`src/rtl/video_gen_pkg.sv`:
```
// Shared definitions for the video stream generator: FSM states, source modes, counter width.
// Latency: n/a (declarations only).
// Backpressure: n/a.
package video_gen_pkg;

  // Width of the x/y/phase counters and of the pixel coordinate outputs
  localparam int CW = 16;

  // Pixel data source selection
  localparam logic [1:0] MODE_EXT    = 2'd0;
  localparam logic [1:0] MODE_XRAMP  = 2'd1;
  localparam logic [1:0] MODE_YRAMP  = 2'd2;
  localparam logic [1:0] MODE_XYRAMP = 2'd3;

  // Frame timing phases
  typedef enum logic [2:0] {
    IDLE   = 3'd0,
    LEAD   = 3'd1,
    ACTIVE = 3'd2,
    HBLANK = 3'd3,
    GAP    = 3'd4
  } state_t;

endpackage

```
`src/rtl/video_pattern_gen.sv`:
```
// Pixel value stage: picks external data or an x/y ramp and registers it onto dout.
// Latency: 1 cycle from the request cycle to the matching dout pixel.
// Backpressure: none; every request cycle produces a pixel, non-request cycles force 0.
module video_pattern_gen
  import video_gen_pkg::*;
#(
  parameter int DW = 8
) (
  input  logic          clk,
  input  logic          rst,
  input  logic [1:0]    mode,
  input  logic          req,
  input  logic [CW-1:0] x,
  input  logic [CW-1:0] y,
  input  logic [DW-1:0] pix_din,
  output logic [DW-1:0] dout
);

  logic [CW-1:0] sum;
  logic [DW-1:0] pat;

  // Select the pixel value for the requested coordinate; ramps wrap modulo 2^DW
  always_comb begin
    sum = x + y;
    pat = pix_din;
    case (mode)
      MODE_XRAMP:  pat = DW'(x);
      MODE_YRAMP:  pat = DW'(y);
      MODE_XYRAMP: pat = DW'(sum);
      default:     pat = pix_din;
    endcase
  end

  // Register the pixel; outside a request the line is blank so dout is held at 0
  always_ff @(posedge clk or posedge rst) begin
    if (rst) begin
      dout <= '0;
    end else begin
      dout <= req ? pat : '0;
    end
  end

endmodule

```
`src/rtl/video_stream_gen.sv`:
```
// Frame/line timing transmitter producing vsync/hsync/dout from an external source or test pattern.
// Latency: vsync rises on the edge accepting start; pix_req leads its dout pixel by 1 cycle.
// Backpressure: none; the pixel source must answer every pix_req cycle.
module video_stream_gen
  import video_gen_pkg::*;
#(
  parameter int DW      = 8,
  parameter int IW      = 4,
  parameter int IH      = 3,
  parameter int H_TOTAL = 8,
  parameter int V_LEAD  = 6,
  parameter int V_GAP   = 15
) (
  input  logic          clk,
  input  logic          rst,
  input  logic          start,
  input  logic          continuous,
  input  logic [1:0]    mode,
  input  logic [DW-1:0] pix_din,
  output logic          pix_req,
  output logic [15:0]   pix_x,
  output logic [15:0]   pix_y,
  output logic          dout_vsync,
  output logic          dout_hsync,
  output logic [DW-1:0] dout,
  output logic          busy,
  output logic          frame_done
);

  // Terminal counts of each phase, counted from 0
  localparam logic [CW-1:0] LEAD_LAST = CW'(V_LEAD - 1);
  localparam logic [CW-1:0] ACT_LAST  = CW'(IW - 1);
  localparam logic [CW-1:0] HB_LAST   = CW'(H_TOTAL - IW - 1);
  localparam logic [CW-1:0] GAP_LAST  = CW'(V_GAP - 1);
  localparam logic [CW-1:0] Y_LAST    = CW'(IH - 1);

  state_t        state, state_nxt;
  logic [CW-1:0] cnt, cnt_nxt;
  logic [CW-1:0] y, y_nxt;
  logic [1:0]    mode_lat, mode_nxt;
  logic          frame_end;
  logic          req_nxt;
  logic [CW-1:0] px_nxt, py_nxt;

  // Phase sequencing: cnt counts cycles within the current phase, in ACTIVE it is the column
  always_comb begin
    state_nxt = state;
    cnt_nxt   = cnt + CW'(1);
    y_nxt     = y;
    mode_nxt  = mode_lat;
    frame_end = 1'b0;
    case (state)
      IDLE: begin
        cnt_nxt = '0;
        if (start) begin
          state_nxt = LEAD;
          mode_nxt  = mode;
        end
      end
      LEAD: begin
        if (cnt == LEAD_LAST) begin
          state_nxt = ACTIVE;
          cnt_nxt   = '0;
          y_nxt     = '0;
        end
      end
      ACTIVE: begin
        if (cnt == ACT_LAST) begin
          state_nxt = HBLANK;
          cnt_nxt   = '0;
        end
      end
      HBLANK: begin
        if (cnt == HB_LAST) begin
          cnt_nxt = '0;
          if (y != Y_LAST) begin
            y_nxt     = y + CW'(1);
            state_nxt = ACTIVE;
          end else begin
            frame_end = 1'b1;
            state_nxt = continuous ? GAP : IDLE;
          end
        end
      end
      GAP: begin
        if (cnt == GAP_LAST) begin
          cnt_nxt = '0;
          if (continuous) begin
            state_nxt = LEAD;
            mode_nxt  = mode;
          end else begin
            state_nxt = IDLE;
          end
        end
      end
      default: begin
        state_nxt = IDLE;
        cnt_nxt   = '0;
      end
    endcase
  end

  // Look one phase step past state_nxt so pix_req can be registered yet still lead its pixel
  always_comb begin
    req_nxt = 1'b0;
    px_nxt  = '0;
    py_nxt  = '0;
    case (state_nxt)
      LEAD: begin
        if (cnt_nxt == LEAD_LAST) begin
          req_nxt = 1'b1;
        end
      end
      ACTIVE: begin
        if (cnt_nxt != ACT_LAST) begin
          req_nxt = 1'b1;
          px_nxt  = cnt_nxt + CW'(1);
          py_nxt  = y_nxt;
        end
      end
      HBLANK: begin
        if ((cnt_nxt == HB_LAST) && (y_nxt != Y_LAST)) begin
          req_nxt = 1'b1;
          py_nxt  = y_nxt + CW'(1);
        end
      end
      default: begin
        req_nxt = 1'b0;
      end
    endcase
  end

  // State, counters and registered stream/handshake outputs decoded from the next phase
  always_ff @(posedge clk or posedge rst) begin
    if (rst) begin
      state      <= IDLE;
      cnt        <= '0;
      y          <= '0;
      mode_lat   <= MODE_EXT;
      dout_vsync <= 1'b0;
      dout_hsync <= 1'b0;
      busy       <= 1'b0;
      frame_done <= 1'b0;
      pix_req    <= 1'b0;
      pix_x      <= '0;
      pix_y      <= '0;
    end else begin
      state      <= state_nxt;
      cnt        <= cnt_nxt;
      y          <= y_nxt;
      mode_lat   <= mode_nxt;
      dout_vsync <= (state_nxt == LEAD) || (state_nxt == ACTIVE) || (state_nxt == HBLANK);
      dout_hsync <= (state_nxt == ACTIVE);
      busy       <= (state_nxt != IDLE);
      frame_done <= frame_end;
      pix_req    <= req_nxt;
      pix_x      <= px_nxt;
      pix_y      <= py_nxt;
    end
  end

  video_pattern_gen #(
    .DW(DW)
  ) u_pattern (
    .clk    (clk),
    .rst    (rst),
    .mode   (mode_lat),
    .req    (pix_req),
    .x      (pix_x),
    .y      (pix_y),
    .pix_din(pix_din),
    .dout   (dout)
  );

endmodule

```
`config.mk`:
```
export PLATFORM = sky130hd
export DESIGN_NAME = video_stream_gen
export DESIGN_NICKNAME = d
export VERILOG_FILES = /design/src/rtl/video_gen_pkg.sv /design/src/rtl/video_pattern_gen.sv /design/src/rtl/video_stream_gen.sv
export SDC_FILE = /design/constraint.sdc
export NUM_CORES = 1
export LEC_CHECK = 0
export BUFFER_PORTS_ARGS = -buffer_cell sky130_fd_sc_hd__clkbuf_2
export CAP_MARGIN = 20
export CELL_PAD_IN_SITES_DETAIL_PLACEMENT = 1
export CELL_PAD_IN_SITES_GLOBAL_PLACEMENT = 1
export CORE_MARGIN = 10
export CORE_UTILIZATION = 30
export CTS_CLUSTER_SIZE = 24
export DETAILED_ROUTE_END_ITERATION = 12
export PLACE_DENSITY_LB_ADDON = 0.1
export REMOVE_ABC_BUFFERS = 1
export SYNTH_ARGS = -nofsm -noshare
export SYNTH_HDL_FRONTEND = slang
export SYNTH_SLANG_ARGS = --single-unit
```
`constraint.sdc`:
```
create_clock -name clk -period 10.7 [get_ports clk]
set_input_delay 0.535 -clock clk [delete_from_list [all_inputs] [get_ports clk]]
set_output_delay 0.535 -clock clk [all_outputs]
set_load 0.01 [all_outputs]
```
==> key figures, run 1 <==
Global route
  • Initial antenna violation count: 0
  • First-pass GRT wire length: 26,590 um
  • GRT Total Usage: 13.98%
  • Met2 Usage GRT: 20.64%
  • GRT Max-Usage Layer: met2
  • Met1 usage: 19.74%
  • GR met3 Demand/Resource: 2.653%
  • Remaining Overflow, GRT: 0
  • Vias in the first global route: 4,605
  • Largest net degree at the start of global routing: 73

Setup path
  • Worst EP required: 10.94 ns
  • Crit path DAT: 4.76 ns
  • Endpoint type of the worst setup path: register
  • Crit path max fanout: 27
  • Critical path launch point type: register
  • Critical Path Max Stage Delay: 0.80 ns
  • Crit Path Category: reg -> reg
  • CP max-delay cell: a31o_1
  • Worst-path cell chain: ha_1, nor3b_1, nand4_1, a32oi_2, and2_0, nor2_1, ha_1, nor2b_1, nand4_1, a31o_1, o21ai_1, mux2_2

Layout
  • Fill cells: 1,998
  • Layout cells sized above 1: 19.09%
  • Layout area overhead: 13.31%
  • Ant diodes: 0
  • Final Core Density: 34.66%
  • Nets: 618

Synth
  • Sequential element share of the synthesized area: 38.78%
  • Yosys top cell area share: 38.78%
  • Synth Register Bits: 82
  • Most common cell in the netlist: dfrtp_1
  • Yosys top cell by area: dfrtp_1
  • Post-synth EDFFs: 0
  • Async S/R FF share, synth: 100.0%
  • Mean area per synthesized cell: 9.673 um2
  • Commonest cells in the netlist: dfrtp_1 (82), nor2_1 (42), nand2_1 (35)
  • Gate Count Post-Synth: 547
  • Mapped Area: 5291 um2
  • Largest cells by area after synthesis: dfrtp_1 (39%), ha_1 (3.8%), xnor2_1 (3.5%), mux4_2 (3.0%), nor2_1 (3.0%)
  • Prevailing post-synth register cell: dfrtp_1
  • Cell variety after synth: 73
  • Ys Warns: 0

Timing
  • Period utilization: 42.26%
  • WHS: 0.05967 ns
  • Fin crit period: 4.522 ns
  • Unrepaired setup endpoints after global routing: false
  • F_max: 221.2 MHz
  • Final clock skew: 0.008700 ns
  • Slew Limit Headroom: 32.11%
  • Worst-Margin Slew: 1.018 ns
  • Final Hold Fails: 0
  • Final number of max-transition violations: 0
  • Setup TNS: 0 ns
  • Final setup viols: 0

Min path
  • Worst Hold Class: in -> async

Floorplan
  • Core Box Area: 17,300 um2
  • # rows: 48
  • # IOs: 59
  • Die Span Y: 152.8 um
  • Initial core utilization: 30.59%
  • Die Area: 23,350 um2
  • Die Span X: 152.8 um

Placement
  • IO buf count: 58
  • Detailed Place HPWL: 12,070 um
  • GPL Wtd Cong: 0.8301

Clock tree
  • CTS Buf Count: 9
  • Postcts setup bufs: 0
  • Worst-Skew Late Latency: 0.35 ns
  • Htree depth: 3
  • Clk root buf: clkbuf_16
  • Clock buffer depth: 2
  • Worst-path clk slew: 0.07 ns
  • CTS Hold Bufs: 0
  • CTS tree: yes
  • Post-CTS sizing: 0
  • CTS Sinks: 82

Routing
  • DRT Pass-1 Iters: 4
  • Vias per cell: 5.430
  • Initial detailed-routing violation count: 288
  • Via count of the routed design: 4,436
  • Residual DRC count: 0
  • Antenna-violating nets left: 0
  • DR WL/cell: 20.01 um
  • Total Wirelength: 16,350 um

Flow run
  • Max-cap viol count: 0

Run status
  • Status: completed

Power and ir drop
  • Pwr dens: 193.6 nW/um2
  • P_leak: 2.660 nW
  • Peak VDD IR: 0.1087 mV
layout by cell type (no fill, tap or decap), drive strengths merged, types with 5 or more instances in the layout:
master | synthesis | layout
dfrtp | 82 | 82
clkbuf | 12 | 67
nor2 | 42 | 42
nand2 | 36 | 36
nand3 | 27 | 27
a21oi | 25 | 25
o21ai | 25 | 25
nand4 | 22 | 22
xnor2 | 21 | 21
inv | 21 | 20
nor3 | 19 | 19
nor4 | 17 | 17
ha | 16 | 16
xor2 | 15 | 15
and2 | 12 | 12
and3 | 11 | 11
or3 | 10 | 10
a21o | 9 | 9
and4 | 8 | 8
nor3b | 7 | 7
mux4 | 7 | 7
clkinv | 0 | 6
nor4b | 6 | 6
mux2i | 5 | 5
mux2 | 5 | 5
a211oi | 5 | 5
o41ai | 5 | 5
registers in the layout (all words and copies together) (netlist names), 2 cells and up:
signal / cells
pix_x: 16
u_pattern.dout: 8
cnt: 16
pix_y: 16
mode_lat: 2
state: 3
y: 16
stage by stage:
step	cell area [um2]	instances	setup WS [ns]	total power [mW]
after detailed placement	5700	801	6.112	0.8506
after floorplan	5097	514	6.966	0.6800
after global placement	5700	801	6.310	0.8420
after CTS	5996	817	6.111	1.176
final	5996	817	6.178	1.161
after global routing	5996	817	5.658	1.245
report_power, final:
group | internal, mW | switching [mW] | leakage [nW]
Clock | 0.181 | 0.140 | 0.145
Sequential | 0.342 | 0.0632 | 1.12
Combinational | 0.147 | 0.289 | 1.40
Total | 0.669 | 0.492 | 2.66
critical path, delay by kind of cell, from the launching register on:
family          cells  cell delay (ns)
simple gates        6             1.54
compound gates      3             1.48
fa+ha+maj           2             0.58
flops               1             0.50
mux                 1             0.30
final timing paths:
check,slack (ns),to,cells past startpoint,startpoint
max in group asynchronous,9.46,y[10],3,rst
setup reg to reg,6.18,pix_y[15],12,cnt[0]
hold reg to reg,0.50,u_pattern.dout[7],1,pix_x[7]
hold / removal,0.06,u_pattern.dout[7],2,rst
setup / recovery,6.18,pix_y[15],12,cnt[0]
min in group clk,0.43,mode_lat[0],2,mode[0]
layout make-up:
cell class | instances | area [um2] | area share [%]
Timing Repair Buffer | 62 | 320.3 | 5.342
Tap cell | 225 | 281.5 | 4.695
Sequential cell | 82 | 2052 | 34.22
Clock buffer | 9 | 225.2 | 3.756
Multi-Input combinational cell | 411 | 2967 | 49.48
Inverter | 21 | 80.08 | 1.336
Clock inverter | 7 | 70.07 | 1.169
routing by layer:
layer | vias up | routed length, um | share of wire, %
li1 | 2097 | - | -
met1 | 2214 | 8102 | 50
met2 | 103 | 7077 | 43
met3 | 22 | 852 | 5.2
met4 | 0 | 317 | 1.9
met5 | - | 0 | 0
logic make-up after synthesis:
family	share of synthesized area (%)
and+or+nand+nor	26.46
buffers and inverters	5.155
adders and majority gates	4.162
AOI/OAI and AO/OA	14.19
DFF	38.78
muxes	5.297
xor gates and xnor gates	5.959
(Power assumes the default switching activity.)
==> run 2: changes to the inputs <==
==> constraint.sdc (replaced) <==
create_clock -name clk -period 4.3 [get_ports clk]
set_input_delay 0.215 -clock clk [delete_from_list [all_inputs] [get_ports clk]]
set_output_delay 0.215 -clock clk [all_outputs]
set_load 0.01 [all_outputs]
==> run 2 against run 1 <==
Net effect:
- clock skew decreased by 0.0027 ns
- register-to-register slack got worse by 5.7 ns
- sequential power increased by 150%
- critical path depth decreased by 3
- count of clock-buffer cells in the layout increased by 2
- core utilization increased by 0.68 points
- critical endpoint unchanged
- highest routed layer unchanged
==> key figures, run 2 (same netlist as run 1, synthesis figures left out) <==
Power and ir drop
  • Peak VDD IR: 0.2163 mV (was 0.1087 mV)
  • Pwr dens: 478.6 nW/um2 (was 193.6 nW/um2)
  • P_leak: 2.729 nW (was 2.660 nW)

Run status
  • Status: completed (unchanged)

Timing
  • Final Hold Fails: 0 (unchanged)
  • Setup TNS: 0 ns (unchanged)
  • WHS: 0.1132 ns (was 0.05967 ns)
  • Final setup viols: 0 (unchanged)
  • Slew Limit Headroom: 54.46% (was 32.11%)
  • Final clock skew: 0.006041 ns (was 0.008700 ns)
  • Worst-Margin Slew: 0.6759 ns (was 1.018 ns)
  • F_max: 258.4 MHz (was 221.2 MHz)
  • Final number of max-transition violations: 0 (unchanged)
  • Setup ws final: 0.4303 ns (was 6.178 ns)
  • Fin crit period: 3.870 ns (was 4.522 ns)
  • Period utilization: 89.99% (was 42.26%)
  • Unrepaired setup endpoints after global routing: false (unchanged)

Clock tree
  • CTS Buf Count: 9 (unchanged)
  • Clock buffer depth: 2 (unchanged)
  • Htree depth: 3 (unchanged)
  • CTS Sinks: 82 (unchanged)
  • CTS tree: yes (unchanged)
  • Worst-path clk slew: 0.06 ns (was 0.07 ns)
  • Worst-Skew Late Latency: 0.34 ns (was 0.35 ns)
  • Clk root buf: clkbuf_16 (unchanged)

Routing
  • DRT Pass-1 Iters: 4 (unchanged)
  • Initial detailed-routing violation count: 242 (was 288)
  • Residual DRC count: 0 (unchanged)
  • Via count of the routed design: 4,427 (was 4,436)
  • Antenna-violating nets left: 0 (unchanged)
  • Vias per cell: 5.340 (was 5.430)
  • DR WL/cell: 19.63 um (was 20.01 um)
  • Total Wirelength: 16,280 um (was 16,350 um)

Floorplan
  • # IOs: 59 (unchanged)
  • Die Span Y: 152.8 um (unchanged)
  • Die Span X: 152.8 um (unchanged)
  • Die Area: 23,350 um2 (unchanged)
  • Core Box Area: 17,300 um2 (unchanged)
  • # rows: 48 (unchanged)
  • Initial core utilization: 30.59% (unchanged)

Layout
  • Layout area overhead: 15.54% (was 13.31%)
  • Layout Cells excl Fill: 829 (was 817)
  • Most frequent cells in the layout: dfrtp_1 (82), clkbuf_2 (58), nor2_1 (42) (unchanged)
  • Leading cell type in the layout, fill and taps excluded: dfrtp_1 (unchanged)
  • Final Core Density: 35.34% (was 34.66%)
  • Nets: 632 (was 618)
  • Ant diodes: 0 (unchanged)
  • Layout cells sized above 1: 20.36% (was 19.09%)

Setup path
  • Endpoint type of the worst setup path: register (unchanged)
  • Crit path capture: pix_y[15] (unchanged)
  • CP startpoint: cnt[4] (was cnt[0])
  • Critical Path Max Stage Delay: 0.54 ns (was 0.80 ns)
  • Crit path top cell by count: nor4b_2
  • Buf+Inv Stages, Crit Path: 0 (unchanged)
  • Worst-path cell chain: nor4_4, nand4_1, nor3_1, mux2i_4, nor4b_2, o2111ai_2, nor4b_2, o21ai_1, mux2_2 (was ha_1, nor3b_1, nand4_1, a32oi_2, and2_0, nor2_1, ha_1, nor2b_1, nand4_1, a31o_1, o21ai_1, mux2_2)
  • Worst EP required: 4.53 ns (was 10.94 ns)
  • Critical path launch point type: register (unchanged)
  • Reg-to-reg startpoint: cnt[4] (was cnt[0])
  • CP delay by family, top: simple AND/OR/NAND/NOR gates (unchanged)
  • Worst reg2reg setup slack: 0.43 ns (was 6.18 ns)
  • CP max-delay cell: nor4_4 (was a31o_1)
  • Crit path max fanout: 11 (was 27)
  • Stages on the worst setup path: 9 (was 12)
  • Crit path DAT: 4.10 ns (was 4.76 ns)
  • R2R cell count: 9 (was 12)
  • R2r endpoint: pix_y[15] (unchanged)
  • Crit Path Category: reg -> reg (unchanged)

Global route
  • Remaining Overflow, GRT: 0 (unchanged)
  • Initial antenna violation count: 0 (unchanged)
  • First-pass GRT wire length: 26,780 um (was 26,590 um)
  • GRT Total Usage: 13.96% (was 13.98%)
  • Largest net degree at the start of global routing: 56 (was 73)
  • Vias in the first global route: 4,666 (was 4,605)

Min path
  • Worst Hold Class: in -> reg (was in -> async)
  • Hold Path Stages: 2

Placement
  • Dpl cells: 813 (was 801)
  • Dpl ws: 0.4209 ns (was 6.112 ns)
  • IO buf count: 58 (unchanged)
  • GPL Wtd Cong: 0.8520 (was 0.8301)
  • Detailed Place HPWL: 12,210 um (was 12,070 um)

Flow run
  • Max-cap viol count: 0 (unchanged)
## run 2: cell count changes in the layout (fill, tap and decap cells not counted)
cell,delta
clkinv_4,-2
buf_4,+11
nor3b_1,-1
clkinv_2,-2
buf_12,+2
dlygate4sd3_1,+1
nor3b_2,+1
clkbuf_1,+2
## run 2: worst min path at each step
stage / to / from / slack (ns)
floorplan: mode_lat[0] / mode[0] / 0.37
global placement: pix_x[7] / rst / 0.46
detailed placement: mode_lat[1] / mode[1] / 0.46
CTS: mode_lat[1] / mode[1] / 0.10
global route: mode_lat[1] / mode[1] / 0.11
finish: mode_lat[0] / mode[0] / 0.11
## run 2: metal layers
| metal | wire length (um) | global-route usage [%] |
|---|---|---|
| met1 | 8000 | 19.66 |
| met2 | 7165 | 20.72 |
| met3 | 846 | 2.907 |
| met4 | 263 | 4.541 |
| met5 | 0 | 0 |
## run 2: worst reg2reg max path, stage by stage (launching register included)
cell	delay (ns)
dfrtp_1	0.53
nor4_4	0.55
nand4_1	0.34
nor3_1	0.45
mux2i_4	0.38
nor4b_2	0.44
o2111ai_2	0.33
nor4b_2	0.37
o21ai_1	0.10
mux2_2	0.27
## run 2: what timing repair did
| action | in CTS | in global routing |
|---|---|---|
| hold endpoints to repair | 0 | 18 |
| hold buffers | 0 | 1 |
| setup endpoints to repair | 0 | 1 |
| gates resized for setup | 0 | 1 |
| buffers inserted | 0 | 0 |
## run 2: cell type report
class	instances	area [um2]
Multi-Input combinational cell	411	2972
Clock inverter	3	42.54
Inverter	21	80.08
Tap cell	225	281.5
Clock buffer	11	232.7
Fill cell	2017	11180
Sequential cell	82	2052
Timing Repair Buffer	76	452.9
## run 2: power breakdown
group	internal (mW)	total [mW]	switching [mW]	leakage, nW
clock network	0.443	0.760	0.316	0.131
logic	0.432	1.16	0.724	1.48
registers	0.851	1.01	0.160	1.12
total	1.73	2.93	1.20	2.73
## run 2: through the flow
step	total power, mW	instance area (um2)
2_1_floorplan	1.692	5097
3_3_place_gp	2.170	5803
3_5_place_dp	2.178	5803
4_1_cts	2.947	6078
5_1_grt	3.137	6113
6_report	2.926	6113
